[src/rtl/ex_stage_buf.sv]
// Execute-stage output buffer: 2-entry skid FIFO of ALU results with
// single-cycle branch-redirect resolution on accept.
module ex_stage_buf #(
  parameter int unsigned DEPTH = 2
) (
  input  logic        clk_i,
  input  logic        rst_ni,
  input  logic        in_valid_i,
  output logic        in_ready_o,
  input  logic [31:0] result_i,
  input  logic        flag_i,
  input  logic [4:0]  rd_i,
  input  logic        wb_en_i,
  input  logic        br_en_i,
  input  logic        br_inv_i,
  input  logic [31:0] br_target_i,
  input  logic        flush_i,
  output logic        out_valid_o,
  input  logic        out_ready_i,
  output logic [31:0] out_result_o,
  output logic [4:0]  out_rd_o,
  output logic        out_wb_en_o,
  output logic        redirect_o,
  output logic [31:0] redirect_pc_o
);

  localparam int unsigned XLEN = 32;
  localparam int unsigned RW   = 5;

  if (DEPTH != 2) begin : g_depth_check
    $error("ex_stage_buf supports DEPTH=2 only");
  end

  typedef struct packed {
    logic [XLEN-1:0] result;
    logic [RW-1:0]   rd;
    logic            wb_en;
  } entry_t;

  typedef enum logic [1:0] {S_EMPTY, S_ONE, S_FULL} state_e;

  state_e          state_q, state_d;
  entry_t          head_q, head_d, tail_q, tail_d;
  logic            in_ready_q, in_ready_d;
  logic            out_valid_q, out_valid_d;
  logic            redirect_q, redirect_d;
  logic [XLEN-1:0] pc_q, pc_d;

  logic   accept, pop, taken;
  entry_t in_entry;

  // Next-state, payload movement and branch resolution
  always_comb begin
    state_d    = state_q;
    head_d     = head_q;
    tail_d     = tail_q;
    redirect_d = 1'b0;
    pc_d       = pc_q;

    accept   = in_valid_i & in_ready_q;
    pop      = out_valid_q & out_ready_i;
    taken    = accept & br_en_i & (flag_i ^ br_inv_i);
    // wb_en is masked at write time so the output stays a plain register
    in_entry = '{result: result_i, rd: rd_i, wb_en: wb_en_i & (rd_i != RW'(0))};

    unique case (state_q)
      S_EMPTY: begin
        if (accept) begin
          state_d = S_ONE;
          head_d  = in_entry;
        end
      end
      S_ONE: begin
        if (accept && pop) begin
          head_d = in_entry;
        end else if (accept) begin
          state_d = S_FULL;
          tail_d  = in_entry;
        end else if (pop) begin
          state_d = S_EMPTY;
        end
      end
      S_FULL: begin
        if (pop) begin
          state_d = S_ONE;
          head_d  = tail_q;
        end
      end
      default: state_d = S_EMPTY;
    endcase

    if (taken) begin
      redirect_d = 1'b1;
      pc_d       = br_target_i;
    end

    if (flush_i) begin
      state_d    = S_EMPTY;
      redirect_d = 1'b0;
      pc_d       = pc_q;
    end

    in_ready_d  = (state_d != S_FULL);
    out_valid_d = (state_d != S_EMPTY);
  end

  always_ff @(posedge clk_i) begin
    if (!rst_ni) begin
      state_q     <= S_EMPTY;
      head_q      <= '0;
      tail_q      <= '0;
      in_ready_q  <= 1'b1;
      out_valid_q <= 1'b0;
      redirect_q  <= 1'b0;
      pc_q        <= '0;
    end else begin
      state_q     <= state_d;
      head_q      <= head_d;
      tail_q      <= tail_d;
      in_ready_q  <= in_ready_d;
      out_valid_q <= out_valid_d;
      redirect_q  <= redirect_d;
      pc_q        <= pc_d;
    end
  end

  assign in_ready_o    = in_ready_q;
  assign out_valid_o   = out_valid_q;
  assign out_result_o  = head_q.result;
  assign out_rd_o      = head_q.rd;
  assign out_wb_en_o   = head_q.wb_en;
  assign redirect_o    = redirect_q;
  assign redirect_pc_o = pc_q;

endmodule

[config.mk]
export PLATFORM = sky130hd
export DESIGN_NAME = ex_stage_buf
export DESIGN_NICKNAME = d
export VERILOG_FILES = /design/src/rtl/ex_stage_buf.sv
export SDC_FILE = /design/constraint.sdc
export NUM_CORES = 1
export LEC_CHECK = 0
export CORE_MARGIN = 4
export CORE_UTILIZATION = 45
export CTS_BUF_LIST = sky130_fd_sc_hd__clkbuf_16
export DETAILED_ROUTE_END_ITERATION = 10
export GPL_TIMING_DRIVEN = 0
export PLACE_DENSITY = 0.85
export SLEW_MARGIN = 0
export SYNTH_ARGS = -nofsm -noshare
export SYNTH_HDL_FRONTEND = slang
export SYNTH_SLANG_ARGS = --single-unit
[constraint.sdc]
create_clock -name clk_i -period 1.7 [get_ports clk_i]
set_input_delay 0.34 -clock clk_i [delete_from_list [all_inputs] [get_ports clk_i]]
set_output_delay 0.34 -clock clk_i [all_outputs]
set_load 0.01 [all_outputs]
==> impl_metrics.py, run 1 <==
metrics = {
    "synthesis": {
        "syn_inst": 507,
        "ys_ff_latch": 113,
        "yosys_warnings": 0,
        "ys_seq_area_frac": 0.492,
        "synth_area_um2": 4600,
        "syn-num-nets": 585,
        "synth.avg_cell_area_um2": 9.07,
        "synth_cell_types": 27,
    },
    "critical_path": {
        "worstPathCellList": "clkdlybuf4s50_1 > a21boi_4 > o32ai_4 > buf_6 > buf_4 > nand2_1 > o211a_1",
        "critPathArrivalTime_ns": 1.97,
        "cpPeakStageDelay_ns": 0.55,
        "crit_path_top_delay_cell": "clkdlybuf4s50_1",
        "cp-end-kind": "flop",
        "crit_fanout": 10,
        "start_kind": "input port",
        "rr_worst_depth": 6,
        "worstSetupPathType": "in2reg",
        "required_ns": 2.00,
    },
    "final_layout": {
        "area_growth_pct": 52.1,
        "fill_cells": 705,
        "regArea_um2": 2260,
        "post-route-util": 0.710,
        "multi_input_area_um2": 2200,
        "drive_gt1_frac": 0.0975,
        "num_antenna_cells": 0,
        "fin_area_um2": 7000,
        "final_nets": 752,
    },
    "global_routing": {
        "grt_util_all_layers": 0.217,
        "grt_start_max_net_pins": 20,
        "antenna_found_initial": 0,
        "grt_pass1_vias": 4261,
        "grt_pass1_wl_um": 20100,
        "grt_overflow": 0,
    },
    "cts": {
        "h-tree-depth": 4,
        "cts_num_sinks": 113,
        "numCtsBuffers": 17,
        "path_clk_slew_ns": 0.05,
        "cts_buffer_depth": 2,
        "clk_root_buffer_cell": "clkbuf_16",
        "clk_latency_ns": 0.41,
        "tritoncts": "built",
    },
    "job": {
        "cap_violations": 0,
    },
    "sta": {
        "finClkSkew_ns": 0.00720,
        "worst_slew_pin_slew_ns": 0.492,
        "rsz0062_at_grt": "no",
        "timing.fmax_ghz": 0.599,
        "timing.final.crit_period_ns": 1.67,
        "setup_violations": 0,
        "slew_viol_final": 0,
        "hold_viol_final": 0,
        "setup_slack_ns": 0.0314,
        "min_period_over_period": 0.982,
        "timing.hold.ws_ns": 0.449,
        "slew_headroom": 0.672,
    },
    "floorplanning": {
        "die_y_um": 109,
        "start_util": 0.466,
        "die_area_um2": 11900,
        "core_region_area_um2": 9860,
        "ios": 151,
        "row_count": 36,
        "die_w_um": 109,
    },
    "route": {
        "ant_nets": 0,
        "via_per_inst": 5.09,
        "detail_route.wl_per_cell_um": 15.5,
        "route.detailed.drc": 0,
        "drtPass1Iterations": 4,
        "vias": 4174,
        "wirelength_um": 12700,
        "initialDrtViolationCount": 178,
    },
    "place": {
        "globalplace.congestion": 0.803,
        "place_area_um2": 6270,
        "dp_slack_ns": -0.684,
        "hpwl_um": 9480,
        "portBuffers": 150,
    },
    "outcome": {
        "status": "complete, no violations",
    },
    "min_path": {
        "hold_path_class": "reg2reg",
        "whs_path_depth": 2,
    },
    "power": {
        "vdd_drop_max_v": 0.000683,
        "p_leak_nw": 3.19,
        "power_density_nw_per_um2": 1070,
    },
}
## worst max-delay path, delay by kind of cell
kind,cells,cell delay (ns)
AND/OR/NAND/NOR,1,0.07
buffers and inverters,3,0.93
AO/OA/AOI/OAI,3,0.61
## worst paths after layout
path | start | end | slack [ns]
worst min-delay path | redirect_pc_o[10] | redirect_pc_o[10] | 0.45
worst max-delay path | out_ready_i | out_result_o[20] | 0.03
worst min register to register | redirect_pc_o[10] | redirect_pc_o[10] | 0.45
worst max register to register | out_valid_o | out_result_o[20] | 0.11
## what timing repair did
item | CTS | global route
gates resized for setup | 15 | 23
endpoints found under the setup margin | 45 | 96
hold buffers | 0 | 0
pin swaps | 0 | 1
buffers inserted | 0 | 1
hold endpoints to repair | 0 | 0
## sequential cells by signal (all words and copies together), names as in the netlist
| register | cells |
|---|---|
| out_rd_o | 5 |
| out_wb_en_o | 1 |
| out_result_o | 32 |
| in_ready_o | 1 |
| out_valid_o | 1 |
| redirect_pc_o | 32 |
| tail_q | 38 |
| redirect_o | 1 |
| state_q | 2 |
## cell usage after synthesis
master	number	area share
and2_1	4	0.0054
or4b_1	1	0.0022
nand2b_1	2	0.0027
nand2_1	179	0.15
o21a_1	3	0.0049
o211a_1	37	0.081
nor3_1	1	0.0011
and3b_1	1	0.0019
o22a_1	1	0.0019
nor2_1	4	0.0033
clkbuf_1	19	0.016
and3_1	2	0.0027
dfxtp_1	113	0.49
mux2_2	1	0.0024
a21boi_0	40	0.065
nor4b_2	1	0.0033
a21boi_2	1	0.0024
mux2i_1	38	0.083
buf_4	1	0.0016
a21boi_1	30	0.049
nand3_1	1	0.0011
a21oi_1	2	0.0022
xnor2_1	1	0.0019
or3_1	1	0.0014
buf_2	20	0.022
o32ai_2	1	0.0035
inv_1	2	0.0016
## cells by family (layout without fill, tap and decap cells)
| family | after synthesis | after routing | synth area share |
|---|---|---|---|
| simple gates | 197 | 197 | 0.171 |
| compound gates | 115 | 115 | 0.210 |
| flops | 113 | 113 | 0.492 |
| buf+inv | 42 | 222 | 0.0405 |
| mux | 39 | 39 | 0.0851 |
| xor+xnor | 1 | 1 | 0.00190 |
## cells in the final DEF (no fill, tap or decap), types with 2 or more instances in the layout
cell type / synthesis / layout
dlygate4sd2_1: 0 / 2
a21oi_1: 2 / 2
buf_4: 1 / 8
clkbuf_16: 0 / 17
a21boi_0: 40 / 38
clkbuf_2: 0 / 5
clkinv_2: 0 / 3
nor2_1: 4 / 4
dfxtp_1: 113 / 112
clkinvlp_4: 0 / 4
clkbuf_4: 0 / 6
inv_1: 2 / 2
bufinv_16: 0 / 5
clkbuf_1: 19 / 11
o211a_1: 37 / 37
o21a_1: 3 / 3
dlymetal6s2s_1: 0 / 3
clkdlybuf4s50_1: 0 / 145
buf_2: 20 / 7
mux2i_1: 38 / 38
nand2_1: 179 / 178
clkinv_4: 0 / 2
and3_1: 2 / 2
and2_1: 4 / 4
a21boi_1: 30 / 32
## power breakdown
group / switching [mW] / total [mW] / internal, mW / leakage (nW)
Clock: 1.22 / 3.81 / 2.58 / 0.302
Sequential: 0.0692 / 2.84 / 2.77 / 0.923
Combinational: 0.362 / 0.859 / 0.497 / 1.96
Total: 1.65 / 7.51 / 5.86 / 3.19
## final cells by class
class,instances,share of cell area
Buffer,37,0.0300
Clock inverter,15,0.0309
Multi-Input combinational cell,352,0.314
Sequential cell,113,0.323
Tap cell,133,0.0238
Timing Repair Buffer,151,0.216
Inverter,2,0.00107
Clock buffer,17,0.0608
## per-layer routing
layer | routed length, um | GRT usage
met5 | 0 | 0
met4 | 106 | 0.0757
met3 | 1050 | 0.0823
met2 | 6210 | 0.382
met1 | 5340 | 0.239
## through the flow
| stage | cells | setup TNS (ns) | power, mW |
|---|---|---|---|
| 6_report | 820 | 0 | 7.51 |
| 3_3_place_gp | 790 | -39.86 | 3.71 |
| 4_1_cts | 821 | -0.000290 | 7.58 |
| 3_5_place_dp | 790 | -44.55 | 3.74 |
| 5_1_grt | 820 | 0 | 7.79 |
| 2_1_floorplan | 507 | 0 | 3.24 |
Note: power is estimated with default switching activity, not from simulation.
==> run 2: changes to the inputs <==
--- a/config.mk
+++ b/config.mk
@@ -5,12 +5,14 @@
 export SDC_FILE = /design/constraint.sdc
 export NUM_CORES = 1
 export LEC_CHECK = 0
+export ABC_CLOCK_PERIOD_IN_PS = 1700
 export CORE_MARGIN = 4
 export CORE_UTILIZATION = 45
 export CTS_BUF_LIST = sky130_fd_sc_hd__clkbuf_16
 export DETAILED_ROUTE_END_ITERATION = 10
 export GPL_TIMING_DRIVEN = 0
 export PLACE_DENSITY = 0.85
+export SETUP_SLACK_MARGIN = 0.05
 export SLEW_MARGIN = 0
 export SYNTH_ARGS = -nofsm -noshare
 export SYNTH_HDL_FRONTEND = slang
==> impl_metrics.py, run 2 (synthesis results as in run 1) <==
metrics = {
    "outcome": {
        "status": "complete, no violations",
    },
    "floorplanning": {
        "die_w_um": 109,
        "ios": 151,
        "die_y_um": 109,
        "die_area_um2": 11900,
        "start_util": 0.466,
        "row_count": 36,
        "core_region_area_um2": 9860,
    },
    "sta": {
        "slew_headroom": 0.677,
        "rsz0062_at_grt": "yes",
        "min_period_over_period": 0.958,
        "slew_viol_final": 0,
        "setup_violations": 0,
        "timing.final.crit_period_ns": 1.63,
        "tns_ns": 0,
        "setup_slack_ns": 0.0719,
        "timing.fmax_ghz": 0.614,
        "finClkSkew_ns": 0.00712,
        "hold_viol_final": 0,
        "worst_slew_pin_slew_ns": 0.485,
    },
    "global_routing": {
        "grt_pass1_vias": 4242,
        "grt_start_max_net_pins": 20,
        "antenna_found_initial": 0,
        "grt_overflow": 0,
        "grt_use_met3": 0.0817,
        "grt_pass1_wl_um": 20100,
        "grtUsageMet1": 0.239,
        "busiest_layer": "met2",
        "grtUsageMet2": 0.382,
        "grt_util_all_layers": 0.217,
    },
    "route": {
        "vias": 4181,
        "initialDrtViolationCount": 198,
        "detail_route.wl_per_cell_um": 15.8,
        "route.detailed.drc": 0,
        "via_per_inst": 5.09,
        "drtPass1Iterations": 5,
        "wirelength_um": 13000,
        "ant_nets": 0,
    },
    "critical_path": {
        "crit_fanout": 10,
        "cpPeakStageDelay_ns": 0.55,
        "cp-end-kind": "flop",
        "path_buf_inv": 3,
        "critPathArrivalTime_ns": 1.92,
        "worstPathCellList": "clkdlybuf4s50_1 > a21boi_4 > o32ai_4 > buf_6 > buf_4 > nand2_1 > o211a_1",
        "start_kind": "input port",
        "crit_path_top_delay_cell": "clkdlybuf4s50_1",
        "required_ns": 1.99,
        "worstSetupPathType": "in2reg",
        "cpLargestDelayFamily": "buffers and inverters",
    },
    "final_layout": {
        "final_nets": 753,
        "area_growth_pct": 54.5,
        "layout_common_cells": "nand2_1, dfxtp_1, clkdlybuf4s50_1",
        "largest_register_ffs": 38,
        "num_antenna_cells": 0,
        "post-route-util": 0.721,
        "drive_gt1_frac": 0.100,
        "final_common_cell": "nand2_1",
        "regMostFlops": "tail_q",
    },
    "cts": {
        "cts_hold_buf": 0,
        "h-tree-depth": 4,
        "cts_buffer_depth": 2,
        "tritoncts": "built",
        "cts_num_sinks": 113,
        "path_clk_slew_ns": 0.05,
        "numCtsBuffers": 17,
        "clk_root_buffer_cell": "clkbuf_16",
        "clk_latency_ns": 0.41,
    },
    "place": {
        "hpwl_um": 9480,
        "globalplace.congestion": 0.803,
        "dp_slack_ns": -0.684,
        "portBuffers": 150,
    },
    "power": {
        "power_density_nw_per_um2": 1050,
        "vdd_drop_max_v": 0.000682,
        "p_leak_nw": 3.95,
    },
    "job": {
        "cap_violations": 0,
    },
    "min_path": {
        "hold_path_class": "in2reg",
    },
}
==> run 2: cell type report <==
| cell class | instances | area, um^2 |
|---|---|---|
| plain buffers | 38 | 228 |
| clock buffers | 17 | 425 |
| clock inverters | 15 | 216 |
| fillers | 682 | 2760 |
| inverters | 2 | 7.51 |
| multi-input cells | 352 | 2200 |
| flip-flops and latches | 113 | 2260 |
| well taps | 133 | 166 |
| repair buffers | 151 | 1600 |
==> run 2: worst register-to-register path, delay by kind of cell, from the launching register on <==
kind                   cells  cell delay (ns)
AO/OA/AOI/OAI              3             0.57
buffers and inverters      2             0.38
AND/OR/NAND/NOR            1             0.08
flip-flops                 1             0.41
==> run 2: worst paths after layout <==
check / slack (ns) / to / cells past startpoint / startpoint
max: 0.07 / out_result_o[22] / 7 / out_ready_i
max reg2reg: 0.14 / out_result_o[22] / 6 / out_valid_o
min reg2reg: 0.45 / redirect_pc_o[10] / 2 / redirect_pc_o[10]
min: 0.44 / out_valid_o / 4 / in_valid_i
==> run 2: repair_timing <==
action                                  CTS  global route
resized for setup                        39            61
buffers inserted                          0             1
pin swaps                                 2             1
endpoints found under the setup margin   86           145
==> run 2: layer usage <==
metal | wire length (um) | share of wire | vias up
met5 | 0 | 0 | -
met4 | 141 | 0.011 | 0
met3 | 1130 | 0.087 | 16
met2 | 6420 | 0.49 | 159
met1 | 5310 | 0.41 | 1954
li1 | - | - | 2052
==> run 2: power breakdown <==
part / internal, mW / switching, mW / total [mW]
sequential: 2.77 / 0.0665 / 2.84
combinational: 0.467 / 0.365 / 0.832
clock: 2.58 / 1.24 / 3.82
total: 5.83 / 1.67 / 7.49
==> run 2: through the flow <==
stage | power, mW | instance area [um^2] | instances | hold WS (ns)
after floorplan | 3.24 | 4600 | 507 | 0.443
after global placement | 3.71 | 6270 | 790 | 0.440
after detailed placement | 3.74 | 6270 | 790 | 0.446
after CTS | 7.56 | 6960 | 820 | 0.453
after global routing | 7.76 | 7110 | 821 | 0.456
final | 7.49 | 7110 | 821 | 0.437
==> run 3: changes to the inputs <==
--- a/config.mk
+++ b/config.mk
@@ -7,11 +7,11 @@
 export LEC_CHECK = 0
 export ABC_CLOCK_PERIOD_IN_PS = 1700
 export CORE_MARGIN = 4
-export CORE_UTILIZATION = 45
+export CORE_UTILIZATION = 46
 export CTS_BUF_LIST = sky130_fd_sc_hd__clkbuf_16
 export DETAILED_ROUTE_END_ITERATION = 10
 export GPL_TIMING_DRIVEN = 0
-export PLACE_DENSITY = 0.85
+export PLACE_DENSITY = 0.86
 export SETUP_SLACK_MARGIN = 0.05
 export SLEW_MARGIN = 0
 export SYNTH_ARGS = -nofsm -noshare
==> impl_metrics.py, run 3 (synthesis results as in run 1) <==
metrics = {
    "critical_path": {
        "worstSetupPathType": "reg2out",
        "cp-end-kind": "primary output",
        "required_ns": 1.36,
        "path_buf_inv": 1,
        "rr_startpoint": "in_ready_o",
        "cp-startpoint": "out_result_o[15]",
        "worstPathCellList": "clkdlybuf4s50_1",
        "start_kind": "flop",
        "critPathArrivalTime_ns": 1.28,
        "crit_path_top_delay_cell": "clkdlybuf4s50_1",
        "cpLargestDelayFamily": "buffers and inverters",
        "crit_fanout": 2,
        "cpPeakStageDelay_ns": 0.54,
    },
    "floorplanning": {
        "die_w_um": 108,
        "row_count": 36,
        "die_area_um2": 11700,
        "die_y_um": 108,
        "core_region_area_um2": 9770,
        "start_util": 0.471,
        "ios": 151,
    },
    "final_layout": {
        "post-route-util": 0.720,
        "largest_register_ffs": 38,
        "fill_cells": 695,
        "drive_gt1_frac": 0.0972,
        "regMostFlops": "tail_q",
        "final_cells": 822,
        "num_antenna_cells": 0,
        "area_growth_pct": 52.9,
        "layout_common_cells": "nand2_1, dfxtp_1, clkdlybuf4s50_1",
        "final_nets": 754,
        "final_common_cell": "nand2_1",
    },
    "sta": {
        "setup_slack_ns": 0.0756,
        "timing.fmax_ghz": 0.616,
        "slew_viol_final": 0,
        "setup_violations": 0,
        "hold_viol_final": 0,
        "tns_ns": 0,
        "finClkSkew_ns": 0.00936,
        "rsz0062_at_grt": "no",
        "timing.final.crit_period_ns": 1.62,
        "slew_headroom": 0.700,
        "timing.hold.ws_ns": 0.451,
        "worst_slew_pin_slew_ns": 0.450,
        "min_period_over_period": 0.956,
    },
    "global_routing": {
        "grt_util_all_layers": 0.230,
        "grt_start_max_net_pins": 17,
        "antenna_found_initial": 0,
        "grt_overflow": 0,
        "grt_pass1_wl_um": 21300,
        "grt_pass1_vias": 4437,
    },
    "cts": {
        "h-tree-depth": 4,
        "cts_hold_buf": 0,
        "tritoncts": "built",
        "cts_num_sinks": 113,
        "clk_latency_ns": 0.41,
        "clk_root_buffer_cell": "clkbuf_16",
        "cts_buffer_depth": 2,
        "path_clk_slew_ns": 0.05,
        "numCtsBuffers": 17,
    },
    "route": {
        "ant_nets": 0,
        "drtPass1Iterations": 4,
        "vias": 4280,
        "via_per_inst": 5.21,
        "wirelength_um": 13600,
        "initialDrtViolationCount": 193,
        "route.detailed.drc": 0,
        "detail_route.wl_per_cell_um": 16.6,
    },
    "outcome": {
        "status": "complete, no violations",
    },
    "min_path": {
        "hold_start": "redirect_pc_o[24]",
        "hold_path_class": "reg2reg",
    },
    "place": {
        "globalplace.congestion": 0.774,
        "dp_slack_ns": -0.702,
        "hpwl_um": 9770,
        "portBuffers": 150,
        "placed_cells": 790,
    },
    "power": {
        "vdd_drop_max_v": 0.000668,
        "p_leak_nw": 3.74,
        "power_density_nw_per_um2": 1020,
    },
    "job": {
        "cap_violations": 0,
    },
}
-- run 3: changes by cell type in the layout (fill, tap and decap cells not counted), sizes merged, moves of 2 or more --
| cell | change |
|---|---|
| dlygate4sd2 | -6 |
| clkbuf | -5 |
| inv | +2 |
| dlymetal6s2s | -10 |
| buf | +6 |
| clkdlybuf4s50 | +16 |
| bufinv | -2 |
-- run 3: cell type report --
type                       instances  area [um^2]  area share
buffer                            39          236      0.0336
multi-input combinational        352         2200       0.312
timing repair buffer             151         1580       0.225
clock buffer                      17          425      0.0605
tap                              133          166      0.0237
clock inverter                    15          151      0.0215
inverter                           2         7.51     0.00107
sequential                       113         2260       0.322
-- run 3: final timing paths --
check	endpoint	slack, ns	depth (start not counted)
worst min register to register	redirect_pc_o[24]	0.45	2
worst max-delay path	out_result_o[15]	0.08	1
worst min-delay path	redirect_pc_o[24]	0.45	2
worst max register to register	redirect_pc_o[9]	0.10	6
-- run 3: layer usage --
layer  wire length (um)  GRT usage  vias up
met1               5380      0.259     2041
met2               6800      0.416      168
met3               1190     0.0687       23
met5                  0          0        -
li1                   -          -     2048
met4                267     0.0757        0
-- run 3: stage by stage --
stage                     power, mW  instance area [um^2]
after global routing           7.38                  7030
after detailed placement       3.74                  6270
after floorplan                3.24                  4600
after CTS                      7.18                  6920
final                          7.15                  7030
after global placement         3.71                  6270
-- run 3: report_power, final --
| group | switching, mW | internal, mW | leakage [nW] | total (mW) |
|---|---|---|---|---|
| clock | 1.19 | 2.26 | 0.283 | 3.45 |
| combinational | 0.371 | 0.479 | 2.54 | 0.851 |
| sequential | 0.0679 | 2.78 | 0.922 | 2.84 |
| total | 1.63 | 5.51 | 3.74 | 7.15 |
-- run 3: timing repair --
action                                 CTS  global route
resized for setup                       38            57
setup buffers                            1             0
pin swaps                                2             5
setup endpoints to repair               96           131
endpoints found under the hold margin    0             0
